<file path="config.mk">
export PLATFORM = sky130hd
export DESIGN_NAME = hazard_ctrl_flat
export DESIGN_NICKNAME = d
export VERILOG_FILES = /design/src/rtl/hazard_ctrl_if.sv /design/src/rtl/hazard_ctrl.sv /design/src/flat_wrapper.sv
export SDC_FILE = /design/constraint.sdc
export NUM_CORES = 1
export LEC_CHECK = 0
export CORE_UTILIZATION = 41
export DETAILED_ROUTE_END_ITERATION = 8
export MAX_ROUTING_LAYER = met4
export PLACE_DENSITY = 0.82
export SYNTH_ARGS = -nofsm -noshare
export SYNTH_HDL_FRONTEND = slang
export SYNTH_SLANG_ARGS = --single-unit
</file>
<file path="constraint.sdc">
create_clock -name clk -period 5.2 [get_ports clk]
set_input_delay 1.56 -clock clk [delete_from_list [all_inputs] [get_ports clk]]
set_output_delay 1.56 -clock clk [all_outputs]
set_load 0.02 [all_outputs]
</file>
<file path="src/rtl/hazard_ctrl_if.sv">
// Signal bundle between the pipeline control block and the rest of the core:
// redirect requests, hold requests, decode register reads, long-latency
// issue/complete events, and the resulting hold/redirect/status outputs.
interface hazard_ctrl_if;

  // Redirect requests
  logic        jump_flag_i;
  logic [31:0] jump_addr_i;
  logic        int_assert_i;
  logic [31:0] int_addr_i;

  // Hold requests
  logic        hold_req_ex_i;
  logic        hold_req_rib_i;
  logic        hold_req_jtag_i;

  // Decode register reads
  logic        id_reg1_re_i;
  logic        id_reg2_re_i;
  logic [4:0]  id_reg1_raddr_i;
  logic [4:0]  id_reg2_raddr_i;

  // Long-latency writeback tracking
  logic        lat_issue_i;
  logic [4:0]  lat_issue_waddr_i;
  logic        lat_done_i;
  logic [4:0]  lat_done_waddr_i;

  // Outputs
  logic [2:0]  hold_flag_o;
  logic        jump_flag_o;
  logic [31:0] jump_addr_o;
  logic [31:0] sb_pending_o;
  logic        stall_timeout_o;

  // Core / bench side: drives requests, observes control outputs
  modport master (
    output jump_flag_i, jump_addr_i, int_assert_i, int_addr_i,
    output hold_req_ex_i, hold_req_rib_i, hold_req_jtag_i,
    output id_reg1_re_i, id_reg2_re_i, id_reg1_raddr_i, id_reg2_raddr_i,
    output lat_issue_i, lat_issue_waddr_i, lat_done_i, lat_done_waddr_i,
    input  hold_flag_o, jump_flag_o, jump_addr_o, sb_pending_o, stall_timeout_o
  );

  // Control block side
  modport slave (
    input  jump_flag_i, jump_addr_i, int_assert_i, int_addr_i,
    input  hold_req_ex_i, hold_req_rib_i, hold_req_jtag_i,
    input  id_reg1_re_i, id_reg2_re_i, id_reg1_raddr_i, id_reg2_raddr_i,
    input  lat_issue_i, lat_issue_waddr_i, lat_done_i, lat_done_waddr_i,
    output hold_flag_o, jump_flag_o, jump_addr_o, sb_pending_o, stall_timeout_o
  );

endinterface

</file>
<file path="src/rtl/hazard_ctrl.sv">
// Pipeline hazard control: merges hold requests into a single hold level,
// redirects the PC on jump/interrupt, tracks pending long-latency writebacks
// in a register scoreboard (RAW interlock), sequences post-redirect flushes
// and flags decode stalls that last too long.
module hazard_ctrl #(
  parameter int unsigned FLUSH_CYCLES  = 1,
  parameter int unsigned STALL_TIMEOUT = 255,
  parameter int unsigned CNT_W         = 8
) (
  input  logic         clk,
  input  logic         rst,   // asynchronous, active low
  hazard_ctrl_if.slave bus
);

  // Hold levels; a larger value freezes more of the pipeline front end.
  // Level 3'b010 (hold if_id only) is never requested by this block.
  localparam logic [2:0] HOLD_NONE = 3'b000;
  localparam logic [2:0] HOLD_PC   = 3'b001;
  localparam logic [2:0] HOLD_ID   = 3'b011;

  localparam logic [CNT_W-1:0] FLUSH_LD  = CNT_W'(FLUSH_CYCLES);
  localparam logic [CNT_W-1:0] STALL_LIM = CNT_W'(STALL_TIMEOUT);
  localparam logic [CNT_W-1:0] CNT_ONE   = CNT_W'(1);
  localparam logic [CNT_W-1:0] CNT_MAX   = '1;

  typedef enum logic {
    ST_RUN,
    ST_FLUSH
  } state_e;

  state_e             state_q, state_d;
  logic [CNT_W-1:0]   flush_cnt_q, flush_cnt_d;
  logic [CNT_W-1:0]   stall_cnt_q, stall_cnt_d;
  logic [31:0]        sb_q, sb_d;
  logic               stall_timeout_q, stall_timeout_d;

  logic               redirect;
  logic               in_flush;
  logic               raw_hit;
  logic               raw_stall;

  // Redirect request and flush phase decode
  always_comb begin
    redirect = bus.jump_flag_i | bus.int_assert_i;
    in_flush = (state_q == ST_FLUSH);
  end

  // RAW interlock against the scoreboard; bit 0 is never set so x0 never stalls.
  // Suppressed while decode is being killed by a redirect or flush.
  always_comb begin
    raw_hit   = (bus.id_reg1_re_i & sb_q[bus.id_reg1_raddr_i]) |
                (bus.id_reg2_re_i & sb_q[bus.id_reg2_raddr_i]);
    raw_stall = raw_hit & ~redirect & ~in_flush;
  end

  // Hold merge and redirect outputs; forced idle while reset is asserted
  always_comb begin
    bus.hold_flag_o = HOLD_NONE;
    bus.jump_flag_o = 1'b0;
    bus.jump_addr_o = '0;
    if (rst) begin
      bus.jump_flag_o = redirect;
      if (bus.int_assert_i) begin
        bus.jump_addr_o = bus.int_addr_i;
      end else if (bus.jump_flag_i) begin
        bus.jump_addr_o = bus.jump_addr_i;
      end
      // Numeric maximum of the active levels: any Id source dominates Pc sources
      if (redirect | in_flush | bus.hold_req_ex_i | raw_stall) begin
        bus.hold_flag_o = HOLD_ID;
      end else if (bus.hold_req_rib_i | bus.hold_req_jtag_i) begin
        bus.hold_flag_o = HOLD_PC;
      end
    end
  end

  // Flush sequencer next state: each redirect (re)starts a FLUSH_CYCLES hold
  always_comb begin
    state_d     = state_q;
    flush_cnt_d = flush_cnt_q;
    unique case (state_q)
      ST_RUN: begin
        if (redirect && (FLUSH_CYCLES != 0)) begin
          state_d     = ST_FLUSH;
          flush_cnt_d = FLUSH_LD;
        end
      end
      ST_FLUSH: begin
        if (redirect) begin
          flush_cnt_d = FLUSH_LD;
        end else if (flush_cnt_q == CNT_ONE) begin
          state_d     = ST_RUN;
          flush_cnt_d = '0;
        end else begin
          flush_cnt_d = flush_cnt_q - CNT_ONE;
        end
      end
      default: begin
        state_d     = ST_RUN;
        flush_cnt_d = '0;
      end
    endcase
  end

  // Scoreboard next state: clear first, then set, so set wins on the same rd
  always_comb begin
    sb_d = sb_q;
    if (bus.lat_done_i) begin
      sb_d[bus.lat_done_waddr_i] = 1'b0;
    end
    if (bus.lat_issue_i && (bus.lat_issue_waddr_i != 5'd0)) begin
      sb_d[bus.lat_issue_waddr_i] = 1'b1;
    end
    sb_d[0] = 1'b0;
  end

  // Stall watchdog: run length of consecutive RAW stalls, sticky timeout flag
  always_comb begin
    stall_cnt_d     = '0;
    stall_timeout_d = stall_timeout_q;
    if (raw_stall) begin
      stall_cnt_d = (stall_cnt_q == CNT_MAX) ? stall_cnt_q : stall_cnt_q + CNT_ONE;
    end
    if (stall_cnt_d >= STALL_LIM) begin
      stall_timeout_d = 1'b1;
    end
  end

  // State registers
  always_ff @(posedge clk or negedge rst) begin
    if (!rst) begin
      state_q         <= ST_RUN;
      flush_cnt_q     <= '0;
      stall_cnt_q     <= '0;
      sb_q            <= '0;
      stall_timeout_q <= 1'b0;
    end else begin
      state_q         <= state_d;
      flush_cnt_q     <= flush_cnt_d;
      stall_cnt_q     <= stall_cnt_d;
      sb_q            <= sb_d;
      stall_timeout_q <= stall_timeout_d;
    end
  end

  // Registered status outputs
  always_comb begin
    bus.sb_pending_o    = sb_q;
    bus.stall_timeout_o = stall_timeout_q;
  end

endmodule

</file>
<file path="src/flat_wrapper.sv">
// flat-port wrapper written by rule: the top's interface ports become plain ports
module hazard_ctrl_flat 
#(
  parameter int unsigned FLUSH_CYCLES  = 1,
  parameter int unsigned STALL_TIMEOUT = 255,
  parameter int unsigned CNT_W         = 8
)
  (clk, rst, bus_jump_flag_i, bus_jump_addr_i, bus_int_assert_i, bus_int_addr_i, bus_hold_req_ex_i, bus_hold_req_rib_i, bus_hold_req_jtag_i, bus_id_reg1_re_i, bus_id_reg2_re_i, bus_id_reg1_raddr_i, bus_id_reg2_raddr_i, bus_lat_issue_i, bus_lat_issue_waddr_i, bus_lat_done_i, bus_lat_done_waddr_i, bus_hold_flag_o, bus_jump_flag_o, bus_jump_addr_o, bus_sb_pending_o, bus_stall_timeout_o);
  hazard_ctrl_if bus_i ();
  input  logic clk;
  input  logic rst;
  input wire logic [$bits(bus_i.jump_flag_i)-1:0] bus_jump_flag_i;
  input wire logic [$bits(bus_i.jump_addr_i)-1:0] bus_jump_addr_i;
  input wire logic [$bits(bus_i.int_assert_i)-1:0] bus_int_assert_i;
  input wire logic [$bits(bus_i.int_addr_i)-1:0] bus_int_addr_i;
  input wire logic [$bits(bus_i.hold_req_ex_i)-1:0] bus_hold_req_ex_i;
  input wire logic [$bits(bus_i.hold_req_rib_i)-1:0] bus_hold_req_rib_i;
  input wire logic [$bits(bus_i.hold_req_jtag_i)-1:0] bus_hold_req_jtag_i;
  input wire logic [$bits(bus_i.id_reg1_re_i)-1:0] bus_id_reg1_re_i;
  input wire logic [$bits(bus_i.id_reg2_re_i)-1:0] bus_id_reg2_re_i;
  input wire logic [$bits(bus_i.id_reg1_raddr_i)-1:0] bus_id_reg1_raddr_i;
  input wire logic [$bits(bus_i.id_reg2_raddr_i)-1:0] bus_id_reg2_raddr_i;
  input wire logic [$bits(bus_i.lat_issue_i)-1:0] bus_lat_issue_i;
  input wire logic [$bits(bus_i.lat_issue_waddr_i)-1:0] bus_lat_issue_waddr_i;
  input wire logic [$bits(bus_i.lat_done_i)-1:0] bus_lat_done_i;
  input wire logic [$bits(bus_i.lat_done_waddr_i)-1:0] bus_lat_done_waddr_i;
  output wire logic [$bits(bus_i.hold_flag_o)-1:0] bus_hold_flag_o;
  output wire logic [$bits(bus_i.jump_flag_o)-1:0] bus_jump_flag_o;
  output wire logic [$bits(bus_i.jump_addr_o)-1:0] bus_jump_addr_o;
  output wire logic [$bits(bus_i.sb_pending_o)-1:0] bus_sb_pending_o;
  output wire logic [$bits(bus_i.stall_timeout_o)-1:0] bus_stall_timeout_o;
  assign bus_i.jump_flag_i = bus_jump_flag_i;
  assign bus_i.jump_addr_i = bus_jump_addr_i;
  assign bus_i.int_assert_i = bus_int_assert_i;
  assign bus_i.int_addr_i = bus_int_addr_i;
  assign bus_i.hold_req_ex_i = bus_hold_req_ex_i;
  assign bus_i.hold_req_rib_i = bus_hold_req_rib_i;
  assign bus_i.hold_req_jtag_i = bus_hold_req_jtag_i;
  assign bus_i.id_reg1_re_i = bus_id_reg1_re_i;
  assign bus_i.id_reg2_re_i = bus_id_reg2_re_i;
  assign bus_i.id_reg1_raddr_i = bus_id_reg1_raddr_i;
  assign bus_i.id_reg2_raddr_i = bus_id_reg2_raddr_i;
  assign bus_i.lat_issue_i = bus_lat_issue_i;
  assign bus_i.lat_issue_waddr_i = bus_lat_issue_waddr_i;
  assign bus_i.lat_done_i = bus_lat_done_i;
  assign bus_i.lat_done_waddr_i = bus_lat_done_waddr_i;
  assign bus_hold_flag_o = bus_i.hold_flag_o;
  assign bus_jump_flag_o = bus_i.jump_flag_o;
  assign bus_jump_addr_o = bus_i.jump_addr_o;
  assign bus_sb_pending_o = bus_i.sb_pending_o;
  assign bus_stall_timeout_o = bus_i.stall_timeout_o;
  hazard_ctrl #(.FLUSH_CYCLES(FLUSH_CYCLES), .STALL_TIMEOUT(STALL_TIMEOUT), .CNT_W(CNT_W)) u_core (.clk(clk), .rst(rst), .bus(bus_i));
endmodule
</file>
# Yosys cells after proc, flatten, opt, wreduce, memory -nomap -nowiden

Cells that the tools add are included.

Word-level logic and storage cells: 63
Memory bits (writable): 0
ROM bits: 0
Output and inout port bits: 69
Register bits after elaboration: 49
Latch bits: 0
Memories: 0
Bits of input ports: 95

Shifts and indexed selects: 0
Divide/modulo/power cells: 0
Add/sub/neg operators: 2
Magnitude comparators: 7
Muxes and demuxes: 27
$mul: 0
Reduce and logical (&&, ||, !) cells: 4
Equal/unequal tests: 3
Bitwise gates (word level): 15

Operator list:

| operator                                                           | count |
|---|---|
| two-way mux 32 bit                                                 | 5 |
| two-way mux 8 bit                                                  | 5 |
| AND 32 bit                                                         | 1 |
| NOT 32 bit                                                         | 1 |
| OR 32 bit                                                          | 1 |
| < comparator 5 x 6 -> 1 bit (second input constant)                | 4 |
| case mux 8 bit (2 select lines)                                    | 1 |
| binary-select mux 1 bit (select 5 bit)                             | 2 |
| demux 1 bit (select 5 bit)                                         | 2 |
| greater-or-equal comparator 5 x 1 -> 1 bit (second input constant) | 2 |
| two-way mux 1 bit                                                  | 9 |
| adder 8 x 1 -> 8 bit (second input constant)                       | 1 |
| equality test 8 x 1 -> 1 bit (second input constant)               | 1 |
| equality test 8 bit (second input constant)                        | 1 |
| greater-or-equal comparator 8 bit (second input constant)          | 1 |
| subtractor 8 x 1 -> 8 bit (second input constant)                  | 1 |
| two-way mux 3 bit                                                  | 2 |
| OR 1 bit                                                           | 6 |
| nonzero test 5 bit                                                 | 1 |
| AND 1 bit                                                          | 4 |
| logical AND 1 bit                                                  | 3 |
| != test 2 x 1 -> 1 bit (second input constant)                     | 1 |
| NOT 1 bit                                                          | 2 |
| case mux 1 bit (2 select lines)                                    | 1 |

# Logic depth before layout (Yosys ltp)

Depth in word-level cells: 9
Gate-level depth with buffers: 9
Depth with buffers taken out: 8

# Worst setup path after synthesis

OpenSTA, ideal clock, no wires.

Kind: input -> output
Start: input port bus_id_reg2_raddr_i[1]
End: output port bus_hold_flag_o[0]
Buffers on the path: 1
Data required time: 3.640 ns
Data arrival time: 3.169 ns
Path slack: 0.471 ns
Cell stages on the path: 7
Cell sequence: buf_6 > mux4_1 > mux4_2 > nor2_1 > a311oi_1 > nor2_1 > a31oi_1

Word-level cells in the longest chain between the ends: 9

Ends and longest elaborated chain:

| item                                    | RTL line           | RTL |
|---|---|---|
| start, declared                         | flat_wrapper.sv:22 | `input wire logic [$bits(bus_i.id_reg2_raddr_i)-1:0] bus_id_reg2_raddr_i;` |
| binary-select mux 1 bit (select 5 bit)  | hazard_ctrl.sv:52  | `(bus.id_reg2_re_i & sb_q[bus.id_reg2_raddr_i]);` |
| two-way mux 1 bit (not written as such) | hazard_ctrl.sv:52  |  |
| AND 1 bit                               | hazard_ctrl.sv:52  |  |
| OR 1 bit                                | hazard_ctrl.sv:51  | `raw_hit = (bus.id_reg1_re_i & sb_q[bus.id_reg1_raddr_i]) \|` |
| AND 1 bit (2 in a row)                  | hazard_ctrl.sv:53  | `raw_stall = raw_hit & ~redirect & ~in_flush;` |
| OR 1 bit                                | hazard_ctrl.sv:69  | `if (redirect \| in_flush \| bus.hold_req_ex_i \| raw_stall) begin` |
| two-way mux 3 bit                       | hazard_ctrl.sv:69  |  |
| two-way mux 3 bit                       | hazard_ctrl.sv:61  | `if (rst) begin` |
| end, declared                           | flat_wrapper.sv:27 | `output wire logic [$bits(bus_i.hold_flag_o)-1:0] bus_hold_flag_o;` |

Every way passes these cells. The select of a mux whose other input is x is not followed.

# Worst setup path in the final report

Ends and elaborated chain as after synthesis.

==> flow_metrics.env <==
export IMPL_rr_startpoint="u_core.bus.sb_pending_o[6]"
export IMPL_ys_ff_latch=49
export IMPL_peakVddDrop_uv=237
export IMPL_start_util=0.423
export IMPL_drt_iter0_markers=215
export IMPL_holdPathEnd="u_core.bus.stall_timeout_o"
export IMPL_criticalPathCategory="input port to output port"
export IMPL_finalPower_uw=1340
export IMPL_min_period_over_period=0.983
export IMPL_r2r_cells=6
export IMPL_finish_instance_area_mm2=0.00515
export IMPL_ys_types=41
export IMPL_clkSinkCount=49
export IMPL_cp_max_fo=5
export IMPL_hp_start="u_core.bus.stall_timeout_o"
export IMPL_slew_headroom=0.594
export IMPL_grt_pass1_wl_um=18000
export IMPL_synthesis_area_mm2=0.00327
export IMPL_grt_pass1_vias=3506
export IMPL_required_ns=3.64
export IMPL_min_path_cells=2
export IMPL_post_drt_wl_per_cell_um=18.1
export IMPL_slew_violations=0
export IMPL_p_leak_uw=0.00201
export IMPL_netlist_instances=360
export IMPL_r2r_end="u_core.bus.stall_timeout_o"
export IMPL_antenna_found_initial=0
export IMPL_wirelength_um=11300
export IMPL_drcViolationCount=0
export IMPL_rsz0062_at_grt="no"
export IMPL_cp_arrival_ns=3.55
export IMPL_status="finished clean"
export IMPL_io_buffers=161
export IMPL_yosysSeqAreaShare=0.375
export IMPL_clk_latency_ns=0.31
export IMPL_vias=3655
export IMPL_cts_buffers_inserted=5
export IMPL_drt_pre_antenna_iters=5
export IMPL_worst_r2r_setup_slack_ns=2.88
export IMPL_post_dp_cell_area_mm2=0.00502
export IMPL_hold_path_class="flop to flop"
export IMPL_viasPerCell=5.83
export IMPL_synthToLayoutAreaGrowth_pct=57.5
export IMPL_tightest_slew_ns=0.609
export IMPL_fmax_mhz=196
export IMPL_pin_count=164
export IMPL_place_gp_congestion=0.947
export IMPL_die_w_um=91.3
export IMPL_overflow=0
export IMPL_coreArea_mm2=0.00773
export IMPL_setup_viol=0
export IMPL_final_nets=622
export IMPL_powerDensity_mw_per_mm2=261
export IMPL_grt_usage=0.282
export IMPL_fin_skew_ns=0.0168
export IMPL_grt_max_degree=50
export IMPL_syn_mean_instance_area_um2=9.09
export IMPL_h_tree_depth=2
export IMPL_cap_viol_max_count=0
export IMPL_die_h_um=91.3
export IMPL_path_clk_slew_ns=0.08
export IMPL_row_count=32
export IMPL_synth_warnings=0
export IMPL_period_minus_slack_ns=5.11
export IMPL_hold_viol_final=0
export IMPL_ant_nets=0
export IMPL_end_kind="output port"
export IMPL_cts_buffer_depth=2
export IMPL_root_buffer="clkbuf_8"
export IMPL_postCtsHoldBufs=0
export IMPL_antennaDiodeCount=0
export IMPL_cts_tree="yes"
export IMPL_die_area_mm2=0.00834
export IMPL_hpwl_um=8820
export IMPL_cp_start_kind="input port"
export IMPL_drive_gt1_frac=0.0895
-- cell type report --
type	instances	area (um2)
fill	613	2580
multi-input combinational	285	1930
timing repair buffer	175	1720
sequential	49	1230
tap	102	128
clock buffer	5	68.8
clock inverter	3	50.0
inverter	8	30.0
-- sequential cells by signal, indices dropped and copies added (netlist names) --
register and flops:
u_core.in_flush 1, u_core.flush_cnt_q 8, u_core.bus.sb_pending_o 31, u_core.stall_cnt_q 8
u_core.bus.stall_timeout_o 1
-- power breakdown --
part | internal [uW] | switching [uW]
combinational | 289 | 246
clock | 148 | 141
sequential | 440 | 82.2
-- what timing repair did --
action,in CTS,in global routing
pin swaps,3,0
resized for setup,19,2
setup endpoints to repair,2,2
hold endpoints to repair,0,0
gates cloned,0,0
buffers inserted,0,0
-- synthesized netlist by cell type --
master            n  area (um2)
a2111oi_0         1        8.76
a211oi_1          1        7.51
a21oi_1           8        40.0
a22oi_1          32         240
a311oi_1          2        17.5
a31oi_1           2        12.5
and3_1            2        12.5
buf_4             3        22.5
buf_6             2        22.5
clkbuf_1         13        48.8
clkdlybuf4s18_2   1        10.0
clkinv_1          1        3.75
conb_1            1        3.75
dfrtp_1          49        1230
ha_1              3        37.5
inv_1             7        26.3
mux2i_1           5        50.1
mux4_1            7         184
mux4_2            9         203
nand2_1          11        41.3
nand2b_1          5        31.3
nand3_1          11        55.1
nand3b_1         10        75.1
nand4_1           1        6.26
nand4b_1          1        8.76
nor2_1           60         225
nor2b_1           1        6.26
nor3_1            6        30.0
nor3_2            1        10.0
o211ai_1          4        30.0
o21a_1            1        7.51
o21ai_0          76         380
o21ai_2           1        8.76
o21bai_1          1        7.51
o31ai_1           2        15.0
or3_1             6        37.5
or3b_2            6        52.6
or4b_1            2        20.0
or4b_2            1        10.0
xnor2_1           1        8.76
xor2_1            3        26.3
-- worst max-delay path, stage by stage --
cell	delay, ns
clkdlybuf4s15_1	0.30
mux4_1	0.59
mux4_2	0.48
nor2_1	0.10
a311oi_1	0.08
nor2_2	0.17
a31oi_1	0.10
buf_4	0.17
-- per-layer routing --
layer	share of wire	GRT usage	up-vias
li1	-	-	1681
met4	0.010	0.0675	0
met5	0	-	-
met3	0.069	0.0427	13
met2	0.48	0.447	164
met1	0.44	0.384	1797
-- cell usage in the layout (no fill, tap or decap), drive strengths merged --
| cell type | n |
|---|---|
| o21a | 1 |
| nand2 | 11 |
| nand3b | 10 |
| bufinv | 1 |
| or3b | 6 |
| nor3 | 7 |
| a2111oi | 1 |
| o31ai | 2 |
| a22oi | 32 |
| nor2 | 60 |
| a211oi | 1 |
| mux4 | 16 |
| clkdlybuf4s50 | 153 |
| and3 | 2 |
| o211ai | 4 |
| or4b | 3 |
| a311oi | 2 |
| xor2 | 3 |
| mux2i | 5 |
| clkinv | 2 |
| nor2b | 1 |
| conb | 2 |
| nand2b | 5 |
| buf | 17 |
| dlymetal6s2s | 1 |
| a31oi | 2 |
| dlygate4sd2 | 3 |
| o21bai | 1 |
| clkdlybuf4s15 | 1 |
| ha | 3 |
| o21ai | 77 |
| nand3 | 11 |
| xnor2 | 1 |
| or3 | 6 |
| a21oi | 8 |
| clkbuf | 5 |
| nand4 | 1 |
| dfrtp | 49 |
| inv | 8 |
| nand4b | 1 |
-- worst max path at each step --
stage,start,endpoint,slack (ns),cells past startpoint
5_1_grt,bus_id_reg2_raddr_i[1],bus_hold_flag_o[0],0.003,8
6_report,bus_id_reg2_raddr_i[1],bus_hold_flag_o[0],0.09,8
3_3_place_gp,bus_id_reg2_raddr_i[1],bus_hold_flag_o[0],-0.63,8
4_1_cts,bus_id_reg1_raddr_i[2],bus_hold_flag_o[0],0.02,8
3_5_place_dp,bus_id_reg2_raddr_i[1],bus_hold_flag_o[0],-0.68,8
2_1_floorplan,bus_id_reg2_raddr_i[1],bus_hold_flag_o[0],0.47,7
-- cells by family after synthesis --
logic type,synth area share
AO/OA/AOI/OAI,0.237
AND/OR/NAND/NOR,0.190
flip-flops,0.375
buffers and inverters,0.0409
multiplexers,0.134
XOR/XNOR,0.0107
adder cells (fa/ha/maj),0.0115
other,0.00115
-- metrics by stage --
step | instances | TNS, ns | setup slack [ns] | utilization | hold WS [ns]
floorplan | 361 | 0 | 0.471 | - | 0.438
global placement | 619 | -1.25 | -0.627 | 0.650 | 0.453
detailed placement | 619 | -1.34 | -0.678 | 0.650 | 0.458
CTS | 627 | 0 | 0.0216 | 0.666 | 0.480
global route | 627 | 0 | 0.00273 | 0.666 | 0.512
finish | 627 | 0 | 0.0909 | 0.666 | 0.472
Power figures use the tool's default switching activity.
